## src/rtl/r22sdf_pkg.sv

```systemverilog
// r22sdf_pkg: shared constants and helpers for the R22SDF output reorder buffer.
// Holds the read-FSM state encodings and the width/bit-reversal helper functions.
package r22sdf_pkg;

   // Ceiling log2, usable in constant expressions (port widths, localparams)
   function automatic int clog2(input int value);
      int r;
      r = 0;
      while ((1 << r) < value) begin
         r = r + 1;
      end
      return r;
   endfunction

   // Reverse the low 'width' bits of 'value'; bits at and above 'width' come back as zero
   function automatic logic [15:0] bitrev(input logic [15:0] value, input int width);
      logic [15:0] r;
      logic [3:0]  idx;
      r = '0;
      for (int b = 0; b < 16; b++) begin
         if (b < width) begin
            idx        = 4'(width - 1 - b);
            r[4'(b)]   = value[idx];
         end
      end
      return r;
   endfunction

   localparam int DEF_FFT_LENGTH = 64;
   localparam int ADDR_W         = clog2(DEF_FFT_LENGTH);

   // Read-side FSM encodings
   localparam logic [0:0] ST_IDLE   = 1'b0;
   localparam logic [0:0] ST_STREAM = 1'b1;

endpackage

```

## src/rtl/r22sdf_dpram.sv

```systemverilog
// r22sdf_dpram: simple dual-port RAM, one write port and one registered read port.
// The shared clock enable freezes both ports; the read register holds between reads.
module r22sdf_dpram #(
   parameter int DATA_W = 32,
   parameter int ADDR_W = 7
) (
   input  logic              i_clk,
   input  logic              i_rst,
   input  logic              i_en,
   input  logic              i_wr_en,
   input  logic [ADDR_W-1:0] i_wr_addr,
   input  logic [DATA_W-1:0] i_wr_data,
   input  logic              i_rd_en,
   input  logic [ADDR_W-1:0] i_rd_addr,
   output logic [DATA_W-1:0] o_rd_data
);

   logic [DATA_W-1:0] r_mem [2**ADDR_W];

   // Write port: storage is not reset, contents are only meaningful once written
   always_ff @(posedge i_clk) begin
      if (i_en && i_wr_en) begin
         r_mem[i_wr_addr] <= i_wr_data;
      end
   end

   // Registered read port: reset to zero so the downstream data outputs start clean
   always_ff @(posedge i_clk or posedge i_rst) begin
      if (i_rst) begin
         o_rd_data <= '0;
      end else if (i_en && i_rd_en) begin
         o_rd_data <= r_mem[i_rd_addr];
      end
   end

endmodule

```

## src/rtl/r22sdf_bitrev_reorder.sv

```systemverilog
// r22sdf_bitrev_reorder: converts bit-reversed FFT output frames to natural bin order.
// Two-bank ping-pong RAM: writes land at bit-reversed addresses, reads sweep linearly.
// Optional build macro R22SDF_REORDER_IDX_EN adds the dout_idx natural-index output.
module r22sdf_bitrev_reorder
   import r22sdf_pkg::*;
#(
   parameter int data_resolution = 16,
   parameter int fft_length      = 64
) (
   input  logic                       sys_clk,
   input  logic                       sys_rst,
   input  logic                       sys_en,
   input  logic [data_resolution-1:0] din_r,
   input  logic [data_resolution-1:0] din_i,
   input  logic                       din_vld,
   input  logic                       din_sof,
   output logic [data_resolution-1:0] dout_r,
   output logic [data_resolution-1:0] dout_i,
   output logic                       dout_vld,
   output logic                       dout_sof,
   output logic                       dout_eof,
   output logic                       sync_err,
   output logic                       ovf
`ifdef R22SDF_REORDER_IDX_EN
   ,
   output logic [clog2(fft_length)-1:0] dout_idx
`endif
);

   localparam int            AW       = clog2(fft_length);
   localparam int            DW       = 2 * data_resolution;
   localparam logic [AW-1:0] LAST_IDX = AW'(fft_length - 1);

   logic [AW-1:0] r_wr_cnt;
   logic          r_wr_bank;
   logic [1:0]    r_bank_full;
   logic [0:0]    r_state;
   logic [AW-1:0] r_rd_cnt;
   logic          r_rd_bank;
   logic          r_vld;
   logic          r_sof;
   logic          r_eof;
   logic          r_sync_err;
   logic          r_ovf;

   logic [AW-1:0] w_wr_idx;
   logic [AW-1:0] w_wr_rev;
   logic          w_wr_last;
   logic          w_resync;
   logic          w_drop;
   logic [1:0]    w_set;
   logic          w_rd_en;
   logic          w_rd_last;
   logic [1:0]    w_clr;
   logic [AW:0]   w_wr_addr;
   logic [AW:0]   w_rd_addr;
   logic [DW-1:0] w_rd_data;

   // A start-of-frame always restarts at index 0, which also discards any partial frame
   assign w_wr_idx  = din_sof ? '0 : r_wr_cnt;
   assign w_wr_rev  = AW'(bitrev(16'(w_wr_idx), AW));
   assign w_wr_last = din_vld && (w_wr_idx == LAST_IDX);
   assign w_resync  = din_vld && din_sof && (r_wr_cnt != '0);
   assign w_drop    = w_wr_last && r_bank_full[r_wr_bank];
   assign w_set     = (w_wr_last && !w_drop) ? (r_wr_bank ? 2'b10 : 2'b01) : 2'b00;
   assign w_wr_addr = {r_wr_bank, w_wr_rev};

   assign w_rd_en   = (r_state == ST_STREAM);
   assign w_rd_last = w_rd_en && (r_rd_cnt == LAST_IDX);
   assign w_clr     = w_rd_last ? (r_rd_bank ? 2'b10 : 2'b01) : 2'b00;
   assign w_rd_addr = {r_rd_bank, r_rd_cnt};

   r22sdf_dpram #(
      .DATA_W (DW),
      .ADDR_W (AW + 1)
   ) u_ram (
      .i_clk     (sys_clk),
      .i_rst     (sys_rst),
      .i_en      (sys_en),
      .i_wr_en   (din_vld),
      .i_wr_addr (w_wr_addr),
      .i_wr_data ({din_r, din_i}),
      .i_rd_en   (w_rd_en),
      .i_rd_addr (w_rd_addr),
      .o_rd_data (w_rd_data)
   );

   // Write counter and bank pointer; a dropped frame reuses the same bank next time
   always_ff @(posedge sys_clk or posedge sys_rst) begin
      if (sys_rst) begin
         r_wr_cnt  <= '0;
         r_wr_bank <= 1'b0;
      end else if (sys_en && din_vld) begin
         if (w_wr_last) begin
            r_wr_cnt <= '0;
            if (!w_drop) begin
               r_wr_bank <= ~r_wr_bank;
            end
         end else begin
            r_wr_cnt <= w_wr_idx + AW'(1);
         end
      end
   end

   // Error pulses: resync abort and dropped completed frame
   always_ff @(posedge sys_clk or posedge sys_rst) begin
      if (sys_rst) begin
         r_sync_err <= 1'b0;
         r_ovf      <= 1'b0;
      end else if (sys_en) begin
         r_sync_err <= w_resync;
         r_ovf      <= w_drop;
      end
   end

   // Bank-full flags: a set and a clear on the same bank in one cycle leaves it set
   always_ff @(posedge sys_clk or posedge sys_rst) begin
      if (sys_rst) begin
         r_bank_full <= 2'b00;
      end else if (sys_en) begin
         r_bank_full <= (r_bank_full & ~w_clr) | w_set;
      end
   end

   // Read FSM: stream a full bank linearly, chaining into the other bank without a bubble
   always_ff @(posedge sys_clk or posedge sys_rst) begin
      if (sys_rst) begin
         r_state   <= ST_IDLE;
         r_rd_cnt  <= '0;
         r_rd_bank <= 1'b0;
      end else if (sys_en) begin
         if (r_state == ST_IDLE) begin
            if (r_bank_full != 2'b00) begin
               r_state   <= ST_STREAM;
               r_rd_bank <= r_bank_full[0] ? 1'b0 : 1'b1;
               r_rd_cnt  <= '0;
            end
         end else begin
            r_rd_cnt <= r_rd_cnt + AW'(1);
            if (w_rd_last) begin
               if (r_bank_full[~r_rd_bank]) begin
                  r_rd_bank <= ~r_rd_bank;
                  r_rd_cnt  <= '0;
               end else begin
                  r_state <= ST_IDLE;
               end
            end
         end
      end
   end

   // Output flags travel alongside the RAM read register so they line up with the data
   always_ff @(posedge sys_clk or posedge sys_rst) begin
      if (sys_rst) begin
         r_vld <= 1'b0;
         r_sof <= 1'b0;
         r_eof <= 1'b0;
      end else if (sys_en) begin
         r_vld <= w_rd_en;
         r_sof <= w_rd_en && (r_rd_cnt == '0);
         r_eof <= w_rd_last;
      end
   end

`ifdef R22SDF_REORDER_IDX_EN
   logic [AW-1:0] r_idx;

   // Natural bin index captured with each read so it tracks the data register
   always_ff @(posedge sys_clk or posedge sys_rst) begin
      if (sys_rst) begin
         r_idx <= '0;
      end else if (sys_en && w_rd_en) begin
         r_idx <= r_rd_cnt;
      end
   end

   assign dout_idx = r_idx;
`endif

   assign dout_r   = w_rd_data[DW-1:data_resolution];
   assign dout_i   = w_rd_data[data_resolution-1:0];
   assign dout_vld = r_vld;
   assign dout_sof = r_sof;
   assign dout_eof = r_eof;
   assign sync_err = r_sync_err;
   assign ovf      = r_ovf;

endmodule

```

## config.mk

```make
export PLATFORM = sky130hd
export DESIGN_NAME = r22sdf_bitrev_reorder
export DESIGN_NICKNAME = d
export VERILOG_FILES = /design/src/rtl/r22sdf_pkg.sv /design/src/rtl/r22sdf_dpram.sv /design/src/rtl/r22sdf_bitrev_reorder.sv
export SDC_FILE = /design/constraint.sdc
export NUM_CORES = 2
export LEC_CHECK = 0
export CELL_PAD_IN_SITES_DETAIL_PLACEMENT = 1
export CELL_PAD_IN_SITES_GLOBAL_PLACEMENT = 2
export CORE_MARGIN = 1.5
export CORE_UTILIZATION = 47
export CTS_CLUSTER_SIZE = 28
export DETAILED_ROUTE_END_ITERATION = 7
export PLACE_DENSITY_LB_ADDON = 0.05
export SLEW_MARGIN = 0
export SYNTH_ARGS = -nofsm -noshare
export SYNTH_HDL_FRONTEND = slang
export SYNTH_SLANG_ARGS = --single-unit
```

## constraint.sdc

```tcl
create_clock -name sys_clk -period 4.03 [get_ports sys_clk]
set_input_delay 0.806 -clock sys_clk [delete_from_list [all_inputs] [get_ports sys_clk]]
set_output_delay 0.806 -clock sys_clk [all_outputs]
set_load 0.02 [all_outputs]
```

# == Word-level counts from Yosys, hierarchy flattened ==
# Memories as Yosys holds them, arrays and structs flattened. A register that Yosys moved wholly into a read port is not among the register bits.
# Cells that the tools add are included.
# totals
register_bits,22
ram_bits,4096
input_bits,37
memories,1
# op_classes
addsub,2
n_lt_le_gt_ge,2
eq_ne,4
n_mux,25
bitwise,6
n_reduce_logical,17
# memory_table
name,words,width,read_ports,rd_ports_with_merged_regs,write_ports,line_no,rtl
u_ram.r_mem,128,32,1,1,1,r22sdf_dpram.sv:18,logic [DATA_W-1:0] r_mem [2**ADDR_W];
# op_table
op,count
two-way mux 6 bit,6
two-way mux 1 bit,15
adder 6 x 1 -> 6 bit (second input constant),2
equality test 6 bit (second input constant),2
logical AND 1 bit,9
two-way mux 2 bit,4
zero test 6 bit,1
nonzero test 6 bit,1
< comparator 1 x 2 -> 1 bit (second input constant),2
!= test 2 x 1 -> 1 bit (second input constant),2
AND reduction 4 bit,1
nonzero test 2 bit,2
inverter 1 bit,3
AND reduction 3 bit,1
bitwise AND 2 bit,1
inverter 2 bit,1
OR 2 bit,1
AND reduction 2 bit,1
zero test 1 bit,1

# == Depth between registers and ports, before layout ==
# depth
word_depth,8
ltp_mapped,12

# == Modules after synthesis ==
# A second synthesis with hierarchy kept.
# hier_totals
cells_unflattened,7328
hier_area_um2,159488.0
# by_module_without_submodules
module,n_inst,cells_per_inst,area_per_inst_um2,seq_area_each_um2
r22sdf_dpram,1,7199,158296.8,123798.7
r22sdf_bitrev_reorder,1,129,1191.1,550.5

# == Least setup slack after synthesis ==
# No wires, ideal clock.
# synth_timing
path_kind,in2reg
from,input port sys_en
to,memory u_ram.r_mem[73][0] (enable)
setup_time_ps,461
t_arrival_ps,4043
required_time_ps,3569
setup_slack_ps,-474
cell_stages,5
n_path_buf,1
cell_sequence,clkbuf_1 > and2_0 > nand4_1 > or2_2 > nor3_1
# synth_between
elab_chain_len,3
# synth_rtl
item,line_no,rtl
from (decl),r22sdf_bitrev_reorder.sv:12,"input logic sys_en,"
logical AND 1 bit,r22sdf_dpram.sv:22,if (i_en && i_wr_en) begin
two-way mux 1 bit,r22sdf_dpram.sv:22,
two-way mux 1 bit (not written as such),r22sdf_dpram.sv:23,r_mem[i_wr_addr] <= i_wr_data;
to (decl),r22sdf_dpram.sv:18,
# No other way between the ends.

==> summary.txt <==
Job
  • Max-Cap Viols: 0

Routing
  • Post-route DRC: 0
  • Routed wire per std cell: approximately 40 um
  • Via count: ~77000
  • Final wirelength: around 500000 um
  • ANT nets after route: 0
  • DRT iter0 DRCs: between 9000 and 10000
  • Drt pass-1 iters: 5
  • Drt via density: ~6.3

Clock network
  • Worst-skew pair later-pin latency: roughly 0.98 ns
  • Clock Sinks: between 4000 and 5000
  • Post-CTS Setup Inserts: 0
  • Num CTS Buffers: between 400 and 500
  • CTS Buffer Depth: 4
  • Hold Buf Count CTS: 0
  • Clk root buf: clkbuf_16
  • Worst-path clk slew: roughly 0.060 ns
  • TritonCTS clock tree: built
  • H-tree lvl count: 5

Timing
  • RSZ-0062 raised after global routing: no
  • Max Slew Vio Count: 0
  • Minimum clock period: about 4.0 ns
  • Worst-margin pin slew: 1.42 ns
  • Final setup violation count: 0
  • Peak Freq: about 0.25 GHz
  • Slew headroom: under 10%
  • Setup_tns: 0 ns
  • Hold Slack: 0.371 ns
  • Skew final: between 0.04 and 0.05 ns
  • Final worst-path cycle share: between 90% and 100%
  • Setup slack after layout: 0.0712 ns
  • Final hold vios: 0

Global routing
  • Maximum number of pins on one net before global-route repair: 96
  • GRT Residual Overflow: 0
  • Initial antenna violation count: 40
  • First-pass GRT wire length: about 670000 um
  • Vias in the first global route: 79400
  • Gr usage total: between 20% and 30%

Finish
  • FILL cells: around 28000
  • Area grow syn2layout: 16.9%
  • Post-route insts no fill: 12300
  • Most common cell after layout, fill and taps aside: edfxtp_1
  • Commonest cells after routing, fill and taps aside: edfxtp_1, mux4_2, clkbuf_16
  • Layout cell share with drive strength beyond 1: 33.3%
  • Final #Nets: about 7400
  • Post-layout util: between 50% and 60%

Place
  • Pre-CTS WS: -0.255 ns
  • DP Wirelength: slightly below 300000 um
  • Post-Place Cells: ~11000
  • Gpl congestion: about 0.85
  • I/O Buffers: 73

Power
  • Worst vdd ir: a little under 0.4 mV
  • P per Cell Area: 496 mW/mm^2
  • Leak: ~57 nW

Synthesis
  • Synth unique cells: 61
  • Post-synth EDFFs: 4096
  • Commonest register cell after synthesis: edfxtp_1
  • Avg Cell Area, Syn: around 24 um^2
  • Ys Warns: 0
  • Synth async-reset ratio: about 1.3%
  • Seq/Total Area, Yosys: about four fifths
  • Cells after synthesis: 6637
  • Net Count, Synth: roughly 6700
  • Synthesized area: about 0.16 mm^2
  • Synthesis-stage register bit count: about 4200

Critical path
  • CP Class: reg -> reg
  • Arrival time at the worst endpoint: between 4 and 5 ns
  • CP Max Fanout: 51
  • Crit path required time: between 4 and 5 ns
  • Critical path's slowest cell: nor2_1
  • Worst-path cell chain: buf_12 > buf_4 > mux4_2 > mux4_2 > mux2i_1 > buf_4 > nor2_1 > o221a_1
  • CP Launch Type: register
  • Critical Path Max Stage Delay: between 1 and 1.5 ns
  • CP Capture Type: register

Die
  • Die area: around 0.34 mm^2
  • Core Region: 0.336 mm^2
  • # IOs: 74
  • Initial Util: between 40 and 50%
  • Row cnt: between 200 and 250
  • Die Ht: a little under 600 um
  • Die X: 584 um

Hold path
  • Hold Path Class: in -> reg

Run status
  • Status: finished clean
==> kinds of logic after synthesis <==
family                   after synthesis  synth area share [%]
flip-flops                          4150                  78.5
AO/OA/AOI/OAI                        342                  1.56
adder cells (fa/ha/maj)                3                0.0237
AND/OR/NAND/NOR                      422                  1.16
XOR/XNOR                               1               0.00553
buffers and inverters                380                  1.27
multiplexers                        1339                  17.5
==> critical path, delay by kind of cell, from the launching register on <==
| kind | cells | cell delay (ns) |
|---|---|---|
| buf+inv | 3 | 0.90 |
| compound gates | 1 | 0.35 |
| mux | 3 | 0.73 |
| flops | 1 | 0.70 |
| simple gates | 1 | 1.04 |
==> final cells by class <==
class / instances / area, um^2 / area share (%)
tap: 4515 / 5650 / 3.05
multi-input combinational: 2107 / 33200 / 17.9
clock buffer: 555 / 11500 / 6.22
antenna: 18 / 45.0 / 0.0243
sequential: 4150 / 124000 / 67.1
clock inverter: 248 / 2550 / 1.38
timing repair buffer: 670 / 7810 / 4.22
inverter: 16 / 72.6 / 0.0392
==> stage by stage <==
stage                     power (mW)  area, um^2
after floorplan                 50.6      159000
after global placement          52.7      171000
after detailed placement        52.8      171000
after CTS                       92.6      185000
after global routing            94.1      185000
final                           91.8      185000
==> cell usage after synthesis, drive strengths merged (11+ instances only) <==
cell type  instances  area (um^2)
a2111oi           12          105
a211oi            21          158
a21oi             25          125
a221oi            49          429
a22o              11         96.3
a22oi             50          375
a311oi            15          131
and3              13         81.3
buf              267         1590
clkbuf            97          364
dfrtp             54         1350
edfxtp          4096       123000
inv               15         56.3
mux2              17          191
mux2i            175         1750
mux4            1147        25800
nand2            121          454
nand3             16         80.1
nand4             15         93.8
nor2             180          676
nor2b             17          106
nor3              30          150
o211ai            17          128
o21ai             65          325
o22ai             25          156
o31ai             11         82.6
==> flip-flops by register name, indices dropped and copies added (netlist names) <==
register and flops:
sync_err 1, r_bank_full 2, r_rd_bank 1, u_ram.o_rd_data 32
r_wr_bank 1, ovf 1, r_wr_cnt 6, r_state 1
dout_vld 1, r_rd_cnt 6, dout_sof 1, dout_eof 1
u_ram.r_mem 4096
==> report_power, final <==
part	total, mW	internal, mW	switching (mW)
sequential	47.7	47.5	0.219
clock	40.0	23.1	16.9
combinational	4.09	1.62	2.47
==> what timing repair did <==
action	CTS	global route
resized for setup	2	2
setup endpoints to repair	2	2
cloned	0	0
==> final timing paths <==
check	startpoint	slack, ns	cells after the start	end
setup / recovery	r_rd_cnt[1]	0.07	8	u_ram.o_rd_data[7]
hold reg to reg	r_bank_full[1]	0.64	2	r_bank_full[1]
setup reg to reg	r_rd_cnt[1]	0.07	8	u_ram.o_rd_data[7]
max in group asynchronous	sys_rst	2.66	2	r_rd_cnt[0]
min in group asynchronous	sys_rst	0.51	2	u_ram.o_rd_data[2]
hold / removal	din_i[2]	0.37	1	u_ram.r_mem[110][2]
==> layer usage <==
| metal | global-route usage, % | vias to the layer above | wire, um | share of wire, % |
|---|---|---|---|---|
| met1 | 40.8 | 43100 | 201000 | 41 |
| li1 | - | 30200 | - | - |
| met2 | 46.9 | 2954 | 239000 | 49 |
| met5 | 0 | - | 45 | 0.0093 |
| met4 | 7.69 | 6 | 14300 | 2.9 |
| met3 | 4.28 | 541 | 32400 | 6.7 |
Note: power is estimated with default switching activity, not from simulation.
